===== config.mk =====
export PLATFORM = sky130hd
export DESIGN_NAME = homography_responder
export DESIGN_NICKNAME = d
export VERILOG_FILES = /design/src/rtl/homo_pkg.sv /design/src/rtl/homo_tag_fifo.sv /design/src/rtl/homography_responder.sv
export SDC_FILE = /design/constraint.sdc
export NUM_CORES = 2
export LEC_CHECK = 0
export ABC_CLOCK_PERIOD_IN_PS = 9310
export CAP_MARGIN = 30
export CORE_MARGIN = 3
export CORE_UTILIZATION = 50
export DETAILED_ROUTE_END_ITERATION = 12
export PLACE_DENSITY = 0.68
export SLEW_MARGIN = 0
export SYNTH_ARGS = -nofsm -noshare
export SYNTH_HDL_FRONTEND = slang
export SYNTH_SLANG_ARGS = --single-unit

===== constraint.sdc =====
create_clock -name clk_25 -period 9.31 [get_ports clk_25]
set_input_delay 1.3965 -clock clk_25 [delete_from_list [all_inputs] [get_ports clk_25]]
set_output_delay 1.3965 -clock clk_25 [all_outputs]
set_load 0.02 [all_outputs]

===== src/rtl/homo_pkg.sv =====
// homo_pkg: shared constants and types for the homography responder.
package homo_pkg;
   localparam int H_RES      = 640;
   localparam int V_RES      = 480;
   localparam int ADDR_W     = 19;
   localparam int FRAC_DEF   = 8;
   localparam int COEF_W_DEF = 18;
   typedef struct packed {
      logic [4:0] r;
      logic [5:0] g;
      logic [4:0] b;
   } rgb565_t;
   typedef struct packed {
      logic [9:0] x;
      logic [9:0] y;
      logic       oob;
   } tag_t;
endpackage


===== src/rtl/homo_tag_fifo.sv =====
// homo_tag_fifo: in-order store of query tags for outstanding frame reads.
module homo_tag_fifo import homo_pkg::*; #(
   parameter int DEPTH = 8,
   localparam int AW = $clog2(DEPTH)
) (
   input  logic        clk_25,
   input  logic        rst,
   input  logic        push,
   input  logic        pop,
   input  tag_t        din,
   output tag_t        dout,
   output logic [AW:0] count,
   output logic        full,
   output logic        empty
);
   tag_t mem [DEPTH];
   logic [AW-1:0] wr_ptr, rd_ptr;
   logic do_push, do_pop;
   assign empty   = count == '0;
   assign full    = count == (AW+1)'(DEPTH);
   assign do_pop  = pop && !empty;
   assign do_push = push && (!full || do_pop);
   assign dout    = mem[rd_ptr];
   always_ff @(posedge clk_25)
      if (do_push) mem[wr_ptr] <= din;
   always_ff @(posedge clk_25 or posedge rst)
      if (rst) begin
         wr_ptr <= '0;
         rd_ptr <= '0;
         count  <= '0;
      end else begin
         wr_ptr <= wr_ptr + AW'(do_push);
         rd_ptr <= rd_ptr + AW'(do_pop);
         count  <= count + (AW+1)'(do_push) - (AW+1)'(do_pop);
      end
endmodule


===== src/rtl/homography_responder.sv =====
// homography_responder: maps queries through an affine transform and returns source pixels in order.
// Optional HOMO_OOB_COLOR_EN adds oob_color, returned for out-of-bounds queries.
module homography_responder import homo_pkg::*; #(
   parameter int DEPTH  = 8,
   parameter int FRAC   = FRAC_DEF,
   parameter int COEF_W = COEF_W_DEF
) (
   input  logic                     clk_25,
   input  logic                     rst,
   input  logic                     start,
   input  logic [9:0]               query_x,
   input  logic [9:0]               query_y,
   input  logic signed [COEF_W-1:0] coef_a,
   input  logic signed [COEF_W-1:0] coef_b,
   input  logic signed [COEF_W-1:0] coef_c,
   input  logic signed [COEF_W-1:0] coef_d,
   input  logic signed [COEF_W-1:0] coef_e,
   input  logic signed [COEF_W-1:0] coef_f,
`ifdef HOMO_OOB_COLOR_EN
   input  logic [15:0]              oob_color,
`endif
   output logic                     mem_rd,
   output logic [ADDR_W-1:0]        mem_addr,
   input  logic [15:0]              mem_rdata,
   input  logic                     mem_rvalid,
   output logic [9:0]               return_x,
   output logic [9:0]               return_y,
   output logic [4:0]               r,
   output logic [5:0]               g,
   output logic [4:0]               b,
   output logic                     ready,
   output logic                     busy,
   output logic                     overflow
);
   localparam int AW = $clog2(DEPTH);
   localparam int PW = COEF_W + 11;
   localparam int SW = PW + 2;
   logic signed [PW-1:0] p_ax, p_by, p_dx, p_ey;
   logic signed [SW-1:0] sum_x, sum_y, sx, sy;
   logic [9:0] qx1, qy1;
   logic v1, oob, push, pop, full, empty;
   logic [ADDR_W-1:0] addr_n, ys;
   logic [AW:0] count;
   tag_t head;
   rgb565_t pix, fill;
`ifdef HOMO_OOB_COLOR_EN
   assign fill = rgb565_t'(oob_color);
`else
   assign fill = '0;
`endif
   always_ff @(posedge clk_25 or posedge rst)
      if (rst) begin
         v1   <= 1'b0;
         qx1  <= '0;
         qy1  <= '0;
         p_ax <= '0;
         p_by <= '0;
         p_dx <= '0;
         p_ey <= '0;
      end else begin
         v1   <= start;
         qx1  <= query_x;
         qy1  <= query_y;
         p_ax <= PW'(coef_a) * PW'($signed({1'b0, query_x}));
         p_by <= PW'(coef_b) * PW'($signed({1'b0, query_y}));
         p_dx <= PW'(coef_d) * PW'($signed({1'b0, query_x}));
         p_ey <= PW'(coef_e) * PW'($signed({1'b0, query_y}));
      end
   // full-width sums so the range check sees true out-of-frame values
   assign sum_x  = SW'(p_ax) + SW'(p_by) + SW'(coef_c);
   assign sum_y  = SW'(p_dx) + SW'(p_ey) + SW'(coef_f);
   assign sx     = sum_x >>> FRAC;
   assign sy     = sum_y >>> FRAC;
   assign oob    = sx[SW-1] || sx > SW'(H_RES-1) || sy[SW-1] || sy > SW'(V_RES-1);
   assign ys     = ADDR_W'(sy[9:0]);
   assign addr_n = oob ? '0 : (ys << 9) + (ys << 7) + ADDR_W'(sx[9:0]);
   assign pop    = mem_rvalid && !empty;
   assign push   = v1 && (!full || pop);
   assign pix    = head.oob ? fill : rgb565_t'(mem_rdata);
   assign busy   = count >= (AW+1)'(DEPTH-2);
   homo_tag_fifo #(.DEPTH(DEPTH)) u_fifo (
      .clk_25(clk_25),
      .rst(rst),
      .push(push),
      .pop(pop),
      .din('{x: qx1, y: qy1, oob: oob}),
      .dout(head),
      .count(count),
      .full(full),
      .empty(empty)
   );
   always_ff @(posedge clk_25 or posedge rst)
      if (rst) begin
         mem_rd   <= 1'b0;
         mem_addr <= '0;
         ready    <= 1'b0;
         return_x <= '0;
         return_y <= '0;
         {r, g, b} <= '0;
         overflow <= 1'b0;
      end else begin
         mem_rd <= push;
         if (push) mem_addr <= addr_n;
         ready <= pop;
         if (pop) begin
            return_x  <= head.x;
            return_y  <= head.y;
            {r, g, b} <= pix;
         end
         if ((v1 && !push) || (mem_rvalid && empty)) overflow <= 1'b1;
      end
endmodule


==> results.sh <==
export IMPL_outcome="complete, no violations"
export IMPL_row_count=107
export IMPL_cts_root_buffer="sky130_fd_sc_hd__clkbuf_16"
export IMPL_area_growth_pct=10.3
export IMPL_detail_route_first_pass_iterations=6
export IMPL_coreArea_mm2=0.0859
export IMPL_critical_path_top_delay_family="compound AO/OA/AOI/OAI gates"
export IMPL_cts_tree="done"
export IMPL_multi_input_area_mm2=0.0295
export IMPL_cts_htree_levels=2
export IMPL_synth_top_area_share_pct=32.2
export IMPL_drv_slew=0
export IMPL_worstPathBufferInverterCount=3
export IMPL_finalHoldViolations=0
export IMPL_place_detailed_hpwl_um=80600
export IMPL_synth_flop_cell="sky130_fd_sc_hd__dfrtp_1"
export IMPL_worstPathRequired_ps=9800
export IMPL_max_freq_mhz=124
export IMPL_post_route_min_period_ps=8090
export IMPL_ioPinCount=207
export IMPL_final_period_utilization_pct=86.9
export IMPL_timing_critical_path_to_type="flop"
export IMPL_ys_seq_elements=373
export IMPL_initial_antenna_violation_count=1
export IMPL_yosys_top_cells_area="sky130_fd_sc_hd__fa_1, sky130_fd_sc_hd__dfrtp_1, sky130_fd_sc_hd__edfxtp_1"
export IMPL_initial_utilization_pct=50.9
export IMPL_maximum_number_of_pins_on_one_net_before_global_route_repair=103
export IMPL_synth_enable_flop_cells=168
export IMPL_antenna_violating_nets_post_route=0
export IMPL_gr_usage_all_layers_pct=23.0
export IMPL_timing_setup_tns_ps=0
export IMPL_yosysUniqueCellTypes=81
export IMPL_syn_nets=5462
export IMPL_route_detailed_drc=0
export IMPL_mean_instance_size_in_the_synthesized_netlist_um2=10.3
export IMPL_fp_dieArea_mm2=0.0910
export IMPL_cts_setup_buffers=0
export IMPL_grt_pass1_wl_um=165000
export IMPL_die_height_um=302
export IMPL_synthesis_area_mm2=0.0437
export IMPL_arrival_time_of_data_at_the_critical_path_endpoint_ps=8580
export IMPL_synth_seq_area_share_pct=23.3
export IMPL_clock_tree_buffer_depth=3
export IMPL_clock_latency_ps=590
export IMPL_viasPerCell=5.34
export IMPL_globalplace_congestion=0.896
export IMPL_timing_hold_worst_class="reg2reg"
export IMPL_post_route_cells_drive_above_1_share_pct=4.45
export IMPL_port_buffers=206
export IMPL_clock_transition_at_path_regs_ps=60
export IMPL_vias=29608
export IMPL_max_slew_margin_rel_pct=30.0
export IMPL_unrepaired_setup_endpoints_after_global_routing="false"
export IMPL_via_count_of_the_first_global_routing_pass=31017
export IMPL_synth_area_leader_cell="sky130_fd_sc_hd__fa_1"
export IMPL_post_cts_hold_buffer_count=0
export IMPL_cts_buffers=42
export IMPL_startpoint_type="input pin"
export IMPL_critical_path_most_common_cell="sky130_fd_sc_hd__fa_1"
export IMPL_layout_filler_cells=7465
export IMPL_path_cells="clkdlybuf4s50_1 > buf_4 > nand2_1 > fa_1 > fa_1 > fa_1 > fa_1 > fa_1 > inv_1 > ha_1 > a2111o_1 > o21ai_0 > o21ai_0 > o21bai_1 > o21ai_0 > o41ai_1 > o211a_1 > o21bai_1 > a21oi_1 > xnor2_1"
export IMPL_skew_ps=36.8
export IMPL_synth_async_reset_ratio_pct=55.0
export IMPL_wirelength_um=100000
export IMPL_synthCells=4263
export IMPL_cp_slowest_stage_delay_ps=900
export IMPL_cts_sinks=373
export IMPL_layout_nets=5566
export IMPL_max_slew_worst_pin_slew_ps=1050
export IMPL_crit_path_max_fanout=24
export IMPL_area_sequential_mm2=0.0102
export IMPL_setup_worst_path_class="in2reg"
export IMPL_total_global_routing_overflow=0
export IMPL_setup_viol_count_final=0
export IMPL_floorplan_die_width_um=302
export IMPL_post_cts_resized_instances=0
export IMPL_cp_slowest_cell="sky130_fd_sc_hd__clkdlybuf4s50_1"
export IMPL_ys_warn_count=0
export IMPL_detail_route_iter0_violations=2027
export IMPL_route_detailed_wl_per_inst_um=18.1
export IMPL_drv_max_cap_violation_count=0
worst reg2reg max path, stage by stage (launching register included):
cell	delay (ps)
sky130_fd_sc_hd__dfrtp_1	400
sky130_fd_sc_hd__inv_1	80
sky130_fd_sc_hd__fa_1	480
sky130_fd_sc_hd__inv_1	50
sky130_fd_sc_hd__ha_1	310
sky130_fd_sc_hd__a2111oi_2	310
sky130_fd_sc_hd__nand2_1	160
sky130_fd_sc_hd__o2111ai_2	300
sky130_fd_sc_hd__a31o_2	270
sky130_fd_sc_hd__a21oi_1	100
sky130_fd_sc_hd__o31ai_1	610
sky130_fd_sc_hd__fa_1	590
sky130_fd_sc_hd__fa_1	420
sky130_fd_sc_hd__inv_1	70
sky130_fd_sc_hd__a21oi_1	60
sky130_fd_sc_hd__o21bai_1	210
sky130_fd_sc_hd__a21oi_1	100
sky130_fd_sc_hd__o21bai_1	220
sky130_fd_sc_hd__a21oi_1	100
sky130_fd_sc_hd__o21bai_1	230
sky130_fd_sc_hd__a21o_1	150
sky130_fd_sc_hd__a21oi_1	70
sky130_fd_sc_hd__xor2_1	150
sky130_fd_sc_hd__o41ai_2	210
per-layer routing:
metal	track usage (%)	wire length, um	up-vias
li1	-	-	13568
met1	30.7	41500	15086
met2	39.7	49900	809
met3	3.45	6210	143
met4	5.54	2670	2
met5	0	12	-
layout by cell type, fill, tap and decap left out, types with 36 or more instances in the layout:
master / count
sky130_fd_sc_hd__dfrtp_1: 203
sky130_fd_sc_hd__clkdlybuf4s50_1: 206
sky130_fd_sc_hd__edfxtp_1: 168
sky130_fd_sc_hd__a21oi_1: 120
sky130_fd_sc_hd__ha_1: 348
sky130_fd_sc_hd__inv_1: 880
sky130_fd_sc_hd__nor2_1: 78
sky130_fd_sc_hd__and2_1: 325
sky130_fd_sc_hd__a21o_1: 46
sky130_fd_sc_hd__nand2_1: 514
sky130_fd_sc_hd__clkbuf_16: 42
sky130_fd_sc_hd__xnor2_1: 109
sky130_fd_sc_hd__nor3_1: 36
sky130_fd_sc_hd__mux4_2: 42
sky130_fd_sc_hd__o21ai_0: 81
sky130_fd_sc_hd__fa_1: 703
flip-flops by register name, indices dropped and copies added, names as in the netlist, 3 cells and up:
signal / cells
u_fifo.mem: 168
p_ax: 29
p_by: 29
p_dx: 29
p_ey: 29
mem_addr: 19
qx1: 10
qy1: 10
return_x: 10
return_y: 10
g: 6
b: 5
r: 5
u_fifo.count: 4
u_fifo.rd_ptr: 3
u_fifo.wr_ptr: 3
Yosys cell counts, types with 32 or more instances:
cell,instances
sky130_fd_sc_hd__nand3_1,32
sky130_fd_sc_hd__o21ai_0,81
sky130_fd_sc_hd__inv_1,881
sky130_fd_sc_hd__xor2_1,32
sky130_fd_sc_hd__dfrtp_1,205
sky130_fd_sc_hd__nor2_1,79
sky130_fd_sc_hd__fa_1,703
sky130_fd_sc_hd__and2_1,325
sky130_fd_sc_hd__nor3_1,38
sky130_fd_sc_hd__nand2_1,515
sky130_fd_sc_hd__ha_1,348
sky130_fd_sc_hd__a21o_1,46
sky130_fd_sc_hd__edfxtp_1,168
sky130_fd_sc_hd__mux4_2,42
sky130_fd_sc_hd__a21oi_1,120
sky130_fd_sc_hd__xnor2_1,109
sky130_fd_sc_hd__clkbuf_1,144
area by class of cell:
type / count / area share, %
Timing Repair Buffer: 246 / 5.00
Multi-Input combinational cell: 2823 / 61.2
Antenna cell: 1 / 0.00519
Inverter: 881 / 6.87
Clock buffer: 58 / 2.43
Clock inverter: 19 / 0.441
Tap cell: 1144 / 2.97
Sequential cell: 373 / 21.1
final timing paths:
path                                   from            to  slack, ps  cells past startpoint
worst max-delay path             query_x[2]      p_dx[28]       1220                     20
worst min-delay path            return_y[5]   return_y[5]        480                      2
worst max register to register      p_by[4]  mem_addr[18]       3540                     23
worst min register to register  return_y[5]   return_y[5]        480                      2
max in group asynchronous               rst      p_by[28]       5960                      4
min in group asynchronous               rst          r[1]       1340                      2
cell families after synthesis:
family                     after synthesis  share of synthesized area [%]
buffers and inverters                 1067                           9.37
adders and majority gates             1051                           42.2
muxes                                   70                           2.82
AOI/OAI and AO/OA                      459                           7.25
DFF                                    373                           23.3
and+or+nand+nor                       1102                           12.3
xor gates and xnor gates               141                           2.83
stage by stage:
stage	cell area, um^2	hold WS [ps]	setup slack, ps	utilization (%)	cells
after global placement	46700	457	904	54.4	5461
after detailed placement	46800	470	777	54.4	5464
final	48200	477	1220	56.1	5545
after floorplan	43700	464	2170	-	4263
after CTS	48200	483	1340	56.0	5541
after global routing	48200	496	824	56.1	5544
Power is not shown: default switching activity piles up to over one toggle a cycle in this logic, so the estimate is an artifact.
